--- src/rtl/counter_cmd_driver.sv ---
// Command-driven stimulus engine for clear_counter-style counters: queues LOAD/INC/WAIT
// commands, expands them into registered ld/inc strobes and checks q against a shadow model.
module counter_cmd_driver #(
   parameter int unsigned DATA_W     = 8,
   parameter int unsigned FIFO_DEPTH = 4
) (
   input  logic              clk,
   input  logic              rst,
   input  logic              cmd_valid,
   output logic              cmd_ready,
   input  logic [1:0]        cmd_op,
   input  logic [DATA_W-1:0] cmd_arg,
   output logic              ld,
   output logic              inc,
   output logic [DATA_W-1:0] data_out,
   input  logic [DATA_W-1:0] q_in,
   output logic              busy,
   output logic [DATA_W-1:0] exp_q,
   output logic              mismatch,
   output logic [7:0]        mismatch_cnt
);

   localparam int unsigned PTR_W = $clog2(FIFO_DEPTH);
   localparam int unsigned CNT_W = PTR_W + 1;
   localparam int unsigned ENT_W = DATA_W + 2;

   localparam logic [1:0] OP_NOP  = 2'b00;
   localparam logic [1:0] OP_LOAD = 2'b01;
   localparam logic [1:0] OP_INC  = 2'b10;
   localparam logic [1:0] OP_WAIT = 2'b11;

   localparam logic [1:0] S_IDLE = 2'd0;
   localparam logic [1:0] S_LOAD = 2'd1;
   localparam logic [1:0] S_INC  = 2'd2;
   localparam logic [1:0] S_WAIT = 2'd3;

   logic [ENT_W-1:0]  mem [FIFO_DEPTH];
   logic [PTR_W-1:0]  wr_ptr;
   logic [PTR_W-1:0]  rd_ptr;
   logic [CNT_W-1:0]  count;
   logic              full;
   logic              empty;
   logic              push;
   logic              pop;
   logic [ENT_W-1:0]  head;
   logic [1:0]        head_op;
   logic [DATA_W-1:0] head_arg;

   logic [1:0]        state;
   logic [1:0]        state_nxt;
   logic [DATA_W-1:0] rem;
   logic [DATA_W-1:0] rem_nxt;
   logic              ld_nxt;
   logic              inc_nxt;
   logic [DATA_W-1:0] data_nxt;
   logic              check_en;

   assign full      = (count == CNT_W'(FIFO_DEPTH));
   assign empty     = (count == '0);
   assign cmd_ready = !full;
   assign push      = cmd_valid && !full;
   assign busy      = !empty || (state != S_IDLE);
   assign head      = mem[rd_ptr];
   assign head_op   = head[ENT_W-1 -: 2];
   assign head_arg  = head[DATA_W-1:0];

   // FIFO storage carries no reset; only the pointers define its contents
   always_ff @(posedge clk) begin
      if (push) mem[wr_ptr] <= {cmd_op, cmd_arg};
   end

   always_ff @(posedge clk or negedge rst) begin
      if (!rst) begin
         wr_ptr <= '0;
         rd_ptr <= '0;
         count  <= '0;
      end else begin
         if (push) wr_ptr <= wr_ptr + PTR_W'(1);
         if (pop)  rd_ptr <= rd_ptr + PTR_W'(1);
         case ({push, pop})
            2'b10:   count <= count + CNT_W'(1);
            2'b01:   count <= count - CNT_W'(1);
            default: count <= count;
         endcase
      end
   end

   // Strobes are computed one cycle ahead so ld/inc/data_out come straight from flops
   always_comb begin
      state_nxt = state;
      rem_nxt   = rem;
      ld_nxt    = 1'b0;
      inc_nxt   = 1'b0;
      data_nxt  = data_out;
      pop       = 1'b0;
      case (state)
         S_IDLE: begin
            if (!empty) begin
               pop = 1'b1;
               case (head_op)
                  OP_LOAD: begin
                     state_nxt = S_LOAD;
                     ld_nxt    = 1'b1;
                     data_nxt  = head_arg;
                  end
                  OP_INC: begin
                     if (head_arg != '0) begin
                        state_nxt = S_INC;
                        rem_nxt   = head_arg;
                        inc_nxt   = 1'b1;
                     end
                  end
                  OP_WAIT: begin
                     if (head_arg != '0) begin
                        state_nxt = S_WAIT;
                        rem_nxt   = head_arg;
                     end
                  end
                  default: ;
               endcase
            end
         end
         S_LOAD: state_nxt = S_IDLE;
         S_INC: begin
            if (rem == DATA_W'(1)) begin
               state_nxt = S_IDLE;
            end else begin
               rem_nxt = rem - DATA_W'(1);
               inc_nxt = 1'b1;
            end
         end
         S_WAIT: begin
            if (rem == DATA_W'(1)) state_nxt = S_IDLE;
            else                   rem_nxt   = rem - DATA_W'(1);
         end
         default: state_nxt = S_IDLE;
      endcase
   end

   always_ff @(posedge clk or negedge rst) begin
      if (!rst) begin
         state    <= S_IDLE;
         rem      <= '0;
         ld       <= 1'b0;
         inc      <= 1'b0;
         data_out <= '0;
      end else begin
         state    <= state_nxt;
         rem      <= rem_nxt;
         ld       <= ld_nxt;
         inc      <= inc_nxt;
         data_out <= data_nxt;
      end
   end

   // Shadow counter and checker track the same edge at which the counter samples ld/inc
   always_ff @(posedge clk or negedge rst) begin
      if (!rst) begin
         exp_q        <= '0;
         check_en     <= 1'b0;
         mismatch     <= 1'b0;
         mismatch_cnt <= '0;
      end else begin
         if (ld)       exp_q <= data_out;
         else if (inc) exp_q <= exp_q + DATA_W'(1);
         if (ld) check_en <= 1'b1;
         if (check_en && (q_in != exp_q)) begin
            mismatch <= 1'b1;
            if (mismatch_cnt != 8'hFF) mismatch_cnt <= mismatch_cnt + 8'd1;
         end
      end
   end

endmodule

--- config.mk ---
export PLATFORM = sky130hd
export DESIGN_NAME = counter_cmd_driver
export DESIGN_NICKNAME = d
export VERILOG_FILES = /design/src/rtl/counter_cmd_driver.sv
export SDC_FILE = /design/constraint.sdc
export NUM_CORES = 1
export LEC_CHECK = 0
export CORE_MARGIN = 1.5
export CORE_UTILIZATION = 38
export DETAILED_ROUTE_END_ITERATION = 8
export PLACE_DENSITY = 0.65
export SLEW_MARGIN = 20
export SYNTH_ARGS = -nofsm -noshare
export SYNTH_HDL_FRONTEND = slang
export SYNTH_SLANG_ARGS = --single-unit
--- constraint.sdc ---
create_clock -name clk -period 3.3 [get_ports clk]
set_input_delay 0.66 -clock clk [delete_from_list [all_inputs] [get_ports clk]]
set_output_delay 0.66 -clock clk [all_outputs]
set_load 0.1 [all_outputs]
### Word-level counts from Yosys, hierarchy flattened

Memory sizes are Yosys's and may differ from the RTL's.
Cells that the tools add are included.

| cells by class | value |
|---|---|
| add/subtract/negate cells | 7 |
| eq/ne operators | 20 |
| muxes and demuxes | 26 |
| bitwise operators | 1 |
| reduce and logical (&&, ||, !) cells | 18 |

Operator list:

| kind | number |
|---|---|
| 8-bit 2-to-1 mux | 6 |
| 8-bit by 1-bit adder with 8-bit output (second input constant) | 2 |
| 8-bit case mux with 2 select lines | 1 |
| 2-bit case mux with 3 select lines | 2 |
| 1-bit 2-to-1 mux | 11 |
| 2-bit == test (second input constant) | 5 |
| 5-bit AND reduction | 2 |
| 8-bit by 1-bit == test with 1-bit output (second input constant) | 1 |
| 2-bit 2-to-1 mux | 4 |
| 2-bit != test (second input constant) | 4 |
| 8-bit != test | 1 |
| 8-bit != test (second input constant) | 1 |
| 2-bit nonzero test | 4 |
| 8-bit nonzero test | 1 |
| 8-bit by 1-bit subtractor with 8-bit output (second input constant) | 1 |
| 2-bit by 1-bit == test with 1-bit output (second input constant) | 3 |
| 3-bit != test (second input constant) | 2 |
| 3-bit case mux with 2 select lines | 1 |
| 2-bit by 1-bit adder with 2-bit output (second input constant) | 2 |
| 4-bit by 1-bit != test with 1-bit output (second input constant) | 1 |
| 2-bit OR reduction | 2 |
| 3-bit by 1-bit adder with 3-bit output (second input constant) | 1 |
| 3-bit == test (second input constant) | 1 |
| 3-bit zero test | 1 |
| other kinds (10) | 12 |

| word-level totals | value |
|---|---|
| flip-flop bits (word level) | 45 |
| memory bits (writable) | 40 |
| input port bits | 21 |
| output and inout bits | 29 |
| logic and storage cells | 85 |
| memories | 1 |

Memories:

| name | words | width | read ports | clocked after Yosys merged registers in | wr ports | RTL line | text |
|---|---|---|---|---|---|---|---|
| mem | 4 | 10 | 1 | 0 | 1 | 37 | `logic [ENT_W-1:0] mem [FIFO_DEPTH];` |

### Longest topological paths before layout

Gate-level depths: netlist (run 1).
An unclocked memory read counts as a cell.

| logic depth | value |
|---|---|
| depth in word-level cells | 6 |
| gate-level depth with buffers | 10 |

### Worst setup path before layout (run 1)

Ideal clock, no wire load.

| timing | value |
|---|---|
| path kind | reg2reg |
| start | reg count[0] |
| end | reg count[2] |
| arrival time | 2,840 ps |
| data required time | 3,221 ps |
| setup slack | 381 ps |
| stages on the path, launching flop included | 11 |
| buffers on the path | 0 |
| path through | dfrtp_1 inv_1 nand3_1 and2_1 inv_1 ha_1 inv_1 fa_1 xor2_1 nor2_1 xor2_1 |

| between the ends | value |
|---|---|
| longest elaborated chain between the ends | 5 |
| elaborated cells between the ends (all ways) | 12 |
| classes of those cells | add/sub (2); eq/ne (3); mux (3); reduce/logical (4) |

RTL lines:

| what | RTL line | text |
|---|---|---|
| start, declared | 40 | `logic [CNT_W-1:0] count;` |
| start signal, assigned | 81 | `2'b10: count <= count + CNT_W'(1);` |
| start signal, assigned | 82 | `2'b01: count <= count - CNT_W'(1);` |
| start signal, assigned | 83 | `default: count <= count;` |
| 3-bit == test (*) | 58 | `assign full = (count == CNT_W'(FIFO_DEPTH));` |
| 1-bit zero test (*) | - |  |
| named net cmd_ready | 10 | `output logic cmd_ready,` |
| 1-bit logical AND (*) | 61 | `assign push = cmd_valid && !full;` |
| 2-bit by 1-bit == test with 1-bit output / 2-bit == test (equally long branches) | 80 | `case ({push, pop})` |
| 3-bit case mux with 2 select lines / 2-bit nonzero test (equally long branches) | - |  |

Mark *: on every way through the listed nets, which the timed path passes. The rest lies on a longest branch.
A chain may end at the register's enable or synchronous reset.

### Final worst setup path (run 1)

| timing | value |
|---|---|
| start | reg rd_ptr[0] |
| end | reg rem[6] |

| between the ends | value |
|---|---|
| longest elaborated chain between the ends | 5 |
| elaborated cells between the ends (all ways) | 12 |
| classes of those cells | eq/ne (4); mux (4); reduce/logical (3); memory (1) |

RTL lines:

| what | RTL line | text |
|---|---|---|
| start, declared | 39 | `logic [PTR_W-1:0] rd_ptr;` |
| start signal, assigned | 79 | `if (pop) rd_ptr <= rd_ptr + PTR_W'(1);` |
| memory read 4 x 10 bit (*) | - |  |
| 2-bit == test / 8-bit 2-to-1 mux (equally long branches) | 100, 107, 114 |  |
| 2-bit OR reduction (no line) / 8-bit 2-to-1 mux (equally long branches) | - |  |
| 2-bit != test (no line) / 8-bit 2-to-1 mux (equally long branches) | - |  |
| 5-bit AND reduction (no line) / 8-bit case mux with 2 select lines (equally long branches) | - |  |
| end signal, assigned | 149 | `rem <= rem_nxt;` |
| end, declared | 51 | `logic [DATA_W-1:0] rem;` |

Mark *: on every way between the ends. The rest lies on a longest branch, timed or not. The select of a mux whose other input is x is not followed.

==> results.yml, run 1 <==
global_route:
  grt_pass1_vias: 2237
  grt_pass1_wl_um: 11100
  grt_max_degree: 46
  grt_usage_pct: 14.1
  grt_overflow: 0
  antenna_found_initial: 0
logic_synthesis:
  netlist_area_um2: 3830
  synthCells: 271
  yosysUniqueCellTypes: 35
  synth_nets: 302
  synth_seq_cells: 85
  avgSynthCellArea_um2: 14.1
  ys_warn_count: 0
  synth_seq_area_share_pct: 60.8
cells_and_area:
  final_common_cell: "dfrtp_1"
  final_nets: 359
  insertedDiodeCount: 0
  fillers: 896
  multiInputGateArea_um2: 1430
  area_growth_syn_to_layout_pct: 20.7
  final_layout_size_suffix_gt1_share_pct: 22.2
  regArea_um2: 2330
  final_cell_mix: "dfrtp_1 (45), edfxtp_1 (40), buf_4 (32), nand2_1 (29), clkdlybuf4s50_1 (19)"
routing:
  wl_per_cell_um: 14.7
  drt_wl_total_um: 6840
  drc: 0
  first_iter_violations: 84
  postRouteAntennaNets: 0
  num_vias: 2241
  routed_via_density: 4.81
  firstDrtPassIters: 4
clocking:
  ctsLongestPathBuffers: 2
  cts_tree: "built"
  cts_resized: 0
  clk-insertion-delay-late_ns: 0.36
  holdBufCountCts: 0
  clock_sinks: 85
  htreeDepth: 3
  cts_buffers: 9
  cts-root-buf: "clkbuf_8"
  post_cts_buffers: 0
  cts.reportedPaths.clkPinSlew_ns: 0.09
sta:
  rsz0062_at_grt: "false"
  tns_ns: 0
  finClkSkew_ns: 0.00734
  setup_viol: 0
  maxSlewHeadroom_pct: 58.1
  hold_viol: 0
  max_freq_mhz: 372
  min_period_ns: 2.69
  tightestPinTransition_ns: 0.629
  fin_crit_sh_pct: 81.4
  maxSlewViolCount: 0
die:
  initial_core_util_pct: 39.2
  core_area_um2: 9770
  die-area_um2: 10700
  fp.dieH_um: 103
  ios: 50
  die_x_um: 103
  row_count: 36
setup_path:
  cp_slowest_cell: "mux4_1"
  worstPathRequired_ns: 3.54
  rr_endpoint: "rem[6]$_DFFE_PN0P_"
  crit_fanout: 10
  startpoint_type: "flop"
  path_delay_family: "multiplexers"
  r2r_start: "rd_ptr[0]$_DFFE_PN0P_"
  criticalPathCategory: "reg -> reg"
  critPathBufInv: 0
  r2r_slack_ns: 0.61
  worstPathCellList: "mux4_1 > nor4_2 > nand2_2 > a21oi_4 > mux2_4"
  crit_path_end_kind: "flop"
  reg2reg_depth: 5
  cpPeakStageDelay_ns: 0.68
  arrival_ns: 2.93
min_path:
  min_path_type: "in -> async"
place:
  numPortBuffers: 49
  hpwl_um: 4730
  globalplace.congestion: 0.758
run_status:
  status: "finished, final reports clean"
flow_run:
  maxCapViolCount: 0
-- registers in the layout, summed over array words and instances, names as in the netlist --
signal and flops:
check_en 1, count 3, data_out 8, exp_q 8, inc 1, ld 1
mem 40, mismatch 1, mismatch_cnt 8, rd_ptr 2, rem 8, state 2
wr_ptr 2
-- per-stage QoR --
stage / util, % / setup slack [ns] / area, µm² / instances / hold slack, ns
3_3_place_gp: 45.0 / 0.660 / 4400 / 450 / 0.463
5_1_grt: 47.3 / 0.424 / 4620 / 466 / 0.337
3_5_place_dp: 45.0 / 0.614 / 4400 / 450 / 0.464
4_1_cts: 47.2 / 0.587 / 4620 / 466 / 0.488
6_report: 47.3 / 0.613 / 4620 / 466 / 0.289
2_1_floorplan: - / 0.381 / 3830 / 271 / 0.364
-- cell type report --
type / count / area share, %
flip-flops and latches: 85 / 50.4
clock buffers: 9 / 2.68
repair buffers: 51 / 9.31
multi-input cells: 169 / 31.0
clock inverters: 7 / 2.11
inverters: 12 / 0.975
well taps: 133 / 3.60
-- worst max-delay path by stage --
stage	from	to	slack, ns	cells after the start
floorplan	count[0]$_DFFE_PN0P_	count[2]$_DFFE_PN0P_	0.38	10
global placement	rd_ptr[0]$_DFFE_PN0P_	rem[1]$_DFFE_PN0P_	0.66	5
detailed placement	rd_ptr[0]$_DFFE_PN0P_	rem[6]$_DFFE_PN0P_	0.61	5
CTS	rd_ptr[0]$_DFFE_PN0P_	rem[6]$_DFFE_PN0P_	0.59	5
global route	rd_ptr[0]$_DFFE_PN0P_	rem[6]$_DFFE_PN0P_	0.42	5
finish	rd_ptr[0]$_DFFE_PN0P_	rem[6]$_DFFE_PN0P_	0.61	5
-- logic make-up (layout without fill, tap and decap cells) --
family	after synthesis	in the layout	synth area share, %
compound gates	22	22	3.53
buf+inv	17	79	1.86
xor+xnor	33	33	7.55
mux	31	31	13.2
simple gates	73	73	9.61
fa+ha+maj	10	10	3.46
flops	85	85	60.8
-- metal layers --
| layer | routed length, µm | part of all wire, % | track usage (%) | vias up |
|---|---|---|---|---|
| li1 | - | - | - | 1090 |
| met5 | 0 | 0 | 0 | - |
| met4 | 89 | 1.3 | 4.37 | 0 |
| met2 | 3310 | 48 | 23.5 | 45 |
| met3 | 274 | 4.0 | 4.23 | 11 |
| met1 | 3170 | 46 | 17.7 | 1095 |
-- Yosys cell counts (all sizes together) --
| cell | number | area (µm²) |
|---|---|---|
| dfrtp | 45 | 1130 |
| edfxtp | 40 | 1200 |
| nand2 | 30 | 115 |
| mux2 | 17 | 218 |
| o21ai | 17 | 85.1 |
| xor2 | 17 | 149 |
| xnor2 | 16 | 140 |
| inv | 12 | 45.0 |
| mux4 | 10 | 248 |
| nor2 | 10 | 40.0 |
| ha | 9 | 113 |
| nand3 | 7 | 35.0 |
| nand4 | 6 | 37.5 |
| nor3 | 6 | 30.0 |
| and3 | 5 | 31.3 |
| clkbuf | 4 | 15.0 |
| mux2i | 4 | 40.0 |
| nor4 | 3 | 40.0 |
| and2 | 2 | 12.5 |
| nand2b | 2 | 12.5 |
| a21oi | 1 | 16.3 |
| a31oi | 1 | 6.26 |
| a32o | 1 | 10.0 |
| buf | 1 | 11.3 |
| fa | 1 | 20.0 |
| nor3b | 1 | 7.51 |
| o221ai | 1 | 8.76 |
| o2bb2ai | 1 | 8.76 |
| or2 | 1 | 6.26 |
Power of run 1 is left out: the tool's default activity adds up to more than one toggle a clock period on the data nets, which glitch-free logic cannot reach.
==> inputs of run 2 (changes only) <==
Clock period 3.3 ns to 2.75 ns, I/O delays scaled along.
==> run 2 against run 1 <==
- via count grew 1.6%
- utilization up 0.051 points
- clock skew up 0.0021 ns
- sequential share of layout area is essentially flat
- non-clock buffer count rose by 4
- highest routed layer unchanged
==> results.yml, run 2 (synthesis gave the netlist of run 1 again) <==
routing:
  wl_per_cell_um: 14.6
  firstDrtPassIters: 4
  routed_via_density: 4.84
  first_iter_violations: 108
  drt_wl_total_um: 6880
  postRouteAntennaNets: 0
  drc: 0
  num_vias: 2277
clocking:
  htreeDepth: 3
  clock_sinks: 85
  holdBufCountCts: 0
  cts_buffers: 9
  clk-insertion-delay-late_ns: 0.35
  ctsLongestPathBuffers: 2
  cts.reportedPaths.clkPinSlew_ns: 0.10
  cts-root-buf: "clkbuf_8"
  cts_tree: "built"
die:
  ios: 50
  die_x_um: 103
  initial_core_util_pct: 39.2
  core_area_um2: 9770
  row_count: 36
  die-area_um2: 10700
  fp.dieH_um: 103
place:
  postPlaceCellArea_um2: 4430
  numPortBuffers: 49
  globalplace.congestion: 0.820
  hpwl_um: 5120
sta:
  min_period_ns: 2.46
  tightestPinTransition_ns: 0.545
  rsz0062_at_grt: "false"
  tns_ns: 0
  hold_viol: 0
  maxSlewHeadroom_pct: 63.7
  fin_crit_sh_pct: 89.5
  setup_viol: 0
  max_freq_mhz: 406
  maxSlewViolCount: 0
  finClkSkew_ns: 0.00941
  timing.hold.ws_ns: 0.128
setup_path:
  startpoint_type: "flop"
  cp-startpoint: "rd_ptr[0]$_DFFE_PN0P_"
  crit_fanout: 9
  worstPathCellList: "mux4_1 > nor4_2 > nand2_2 > a21oi_4 > mux2_4"
  worstPathRequired_ns: 2.98
  r2r_start: "rd_ptr[0]$_DFFE_PN0P_"
  cp_slowest_cell: "mux4_1"
  criticalPathCategory: "reg -> reg"
  crit_path_end_kind: "flop"
  cpPeakStageDelay_ns: 0.65
  arrival_ns: 2.70
cells_and_area:
  largest_reg_flops: 40
  final_common_cell: "dfrtp_1"
  regMostFlops: "mem"
  final_cell_area_um2: 4630
  final_cell_mix: "dfrtp_1 (44), edfxtp_1 (40), buf_4 (35), nand2_1 (29), clkdlybuf4s50_1 (19)"
  final_nets: 363
  insertedDiodeCount: 0
  final_layout_size_suffix_gt1_share_pct: 23.7
  area_growth_syn_to_layout_pct: 20.8
min_path:
  min_path_type: "in -> async"
global_route:
  grt_pass1_wl_um: 11400
  grt_pass1_vias: 2289
  antenna_found_initial: 0
  grt_usage_pct: 14.1
  grt_max_degree: 19
  grt_overflow: 0
flow_run:
  maxCapViolCount: 0
run_status:
  status: "finished, final reports clean"
-- run 2: worst paths after layout --
| kind | endpoint | slack, ns | cells past startpoint |
|---|---|---|---|
| worst max-delay path | rem[1]$_DFFE_PN0P_ | 0.29 | 5 |
| worst min-delay path | mismatch_cnt[6]$_DFFE_PN0P_ | 0.13 | 1 |
| worst max register to register | rem[1]$_DFFE_PN0P_ | 0.29 | 5 |
| worst min register to register | mismatch$_DFFE_PN0P_ | 0.49 | 1 |
| max in group asynchronous | rd_ptr[0]$_DFFE_PN0P_ | 2.01 | 2 |
| min in group clk | mismatch$_DFFE_PN0P_ | 0.49 | 1 |
-- run 2: layer usage --
metal | share of wire, % | global-route usage [%]
met1 | 47 | 19.1
met2 | 48 | 22.9
met3 | 3.8 | 3.63
met4 | 0.52 | 3.43
met5 | 0 | 0
-- run 2: worst max-delay path, delay by kind of cell, from the launching register on --
family	cells	cell delay, ns
AOI/OAI and AO/OA	1	0.36
DFF	1	0.52
and+or+nand+nor	2	0.48
muxes	2	0.98
-- run 2: timing repair --
item                                   4_1_cts  5_1_grt
setup endpoints to repair                    0        4
setup buffers                                0        0
resized for setup                            0        1
endpoints found under the hold margin        0        0
-- run 2: stage by stage --
stage	setup slack, ns	instances	utilization (%)
2_1_floorplan	0.251	271	-
3_3_place_gp	0.199	454	45.3
3_5_place_dp	0.156	454	45.3
4_1_cts	0.134	470	47.3
5_1_grt	0.121	470	47.3
6_report	0.288	470	47.3
-- run 2: final cells by class --
type	count	area, µm²
Inverter	12	45.0
Multi-Input combinational cell	169	1440
Sequential cell	85	2330
Clock buffer	10	128
Clock inverter	6	65.1
Timing Repair Buffer	55	458
Fill cell	880	5150
Tap cell	133	166
Power of run 2 is left out for the same reason.
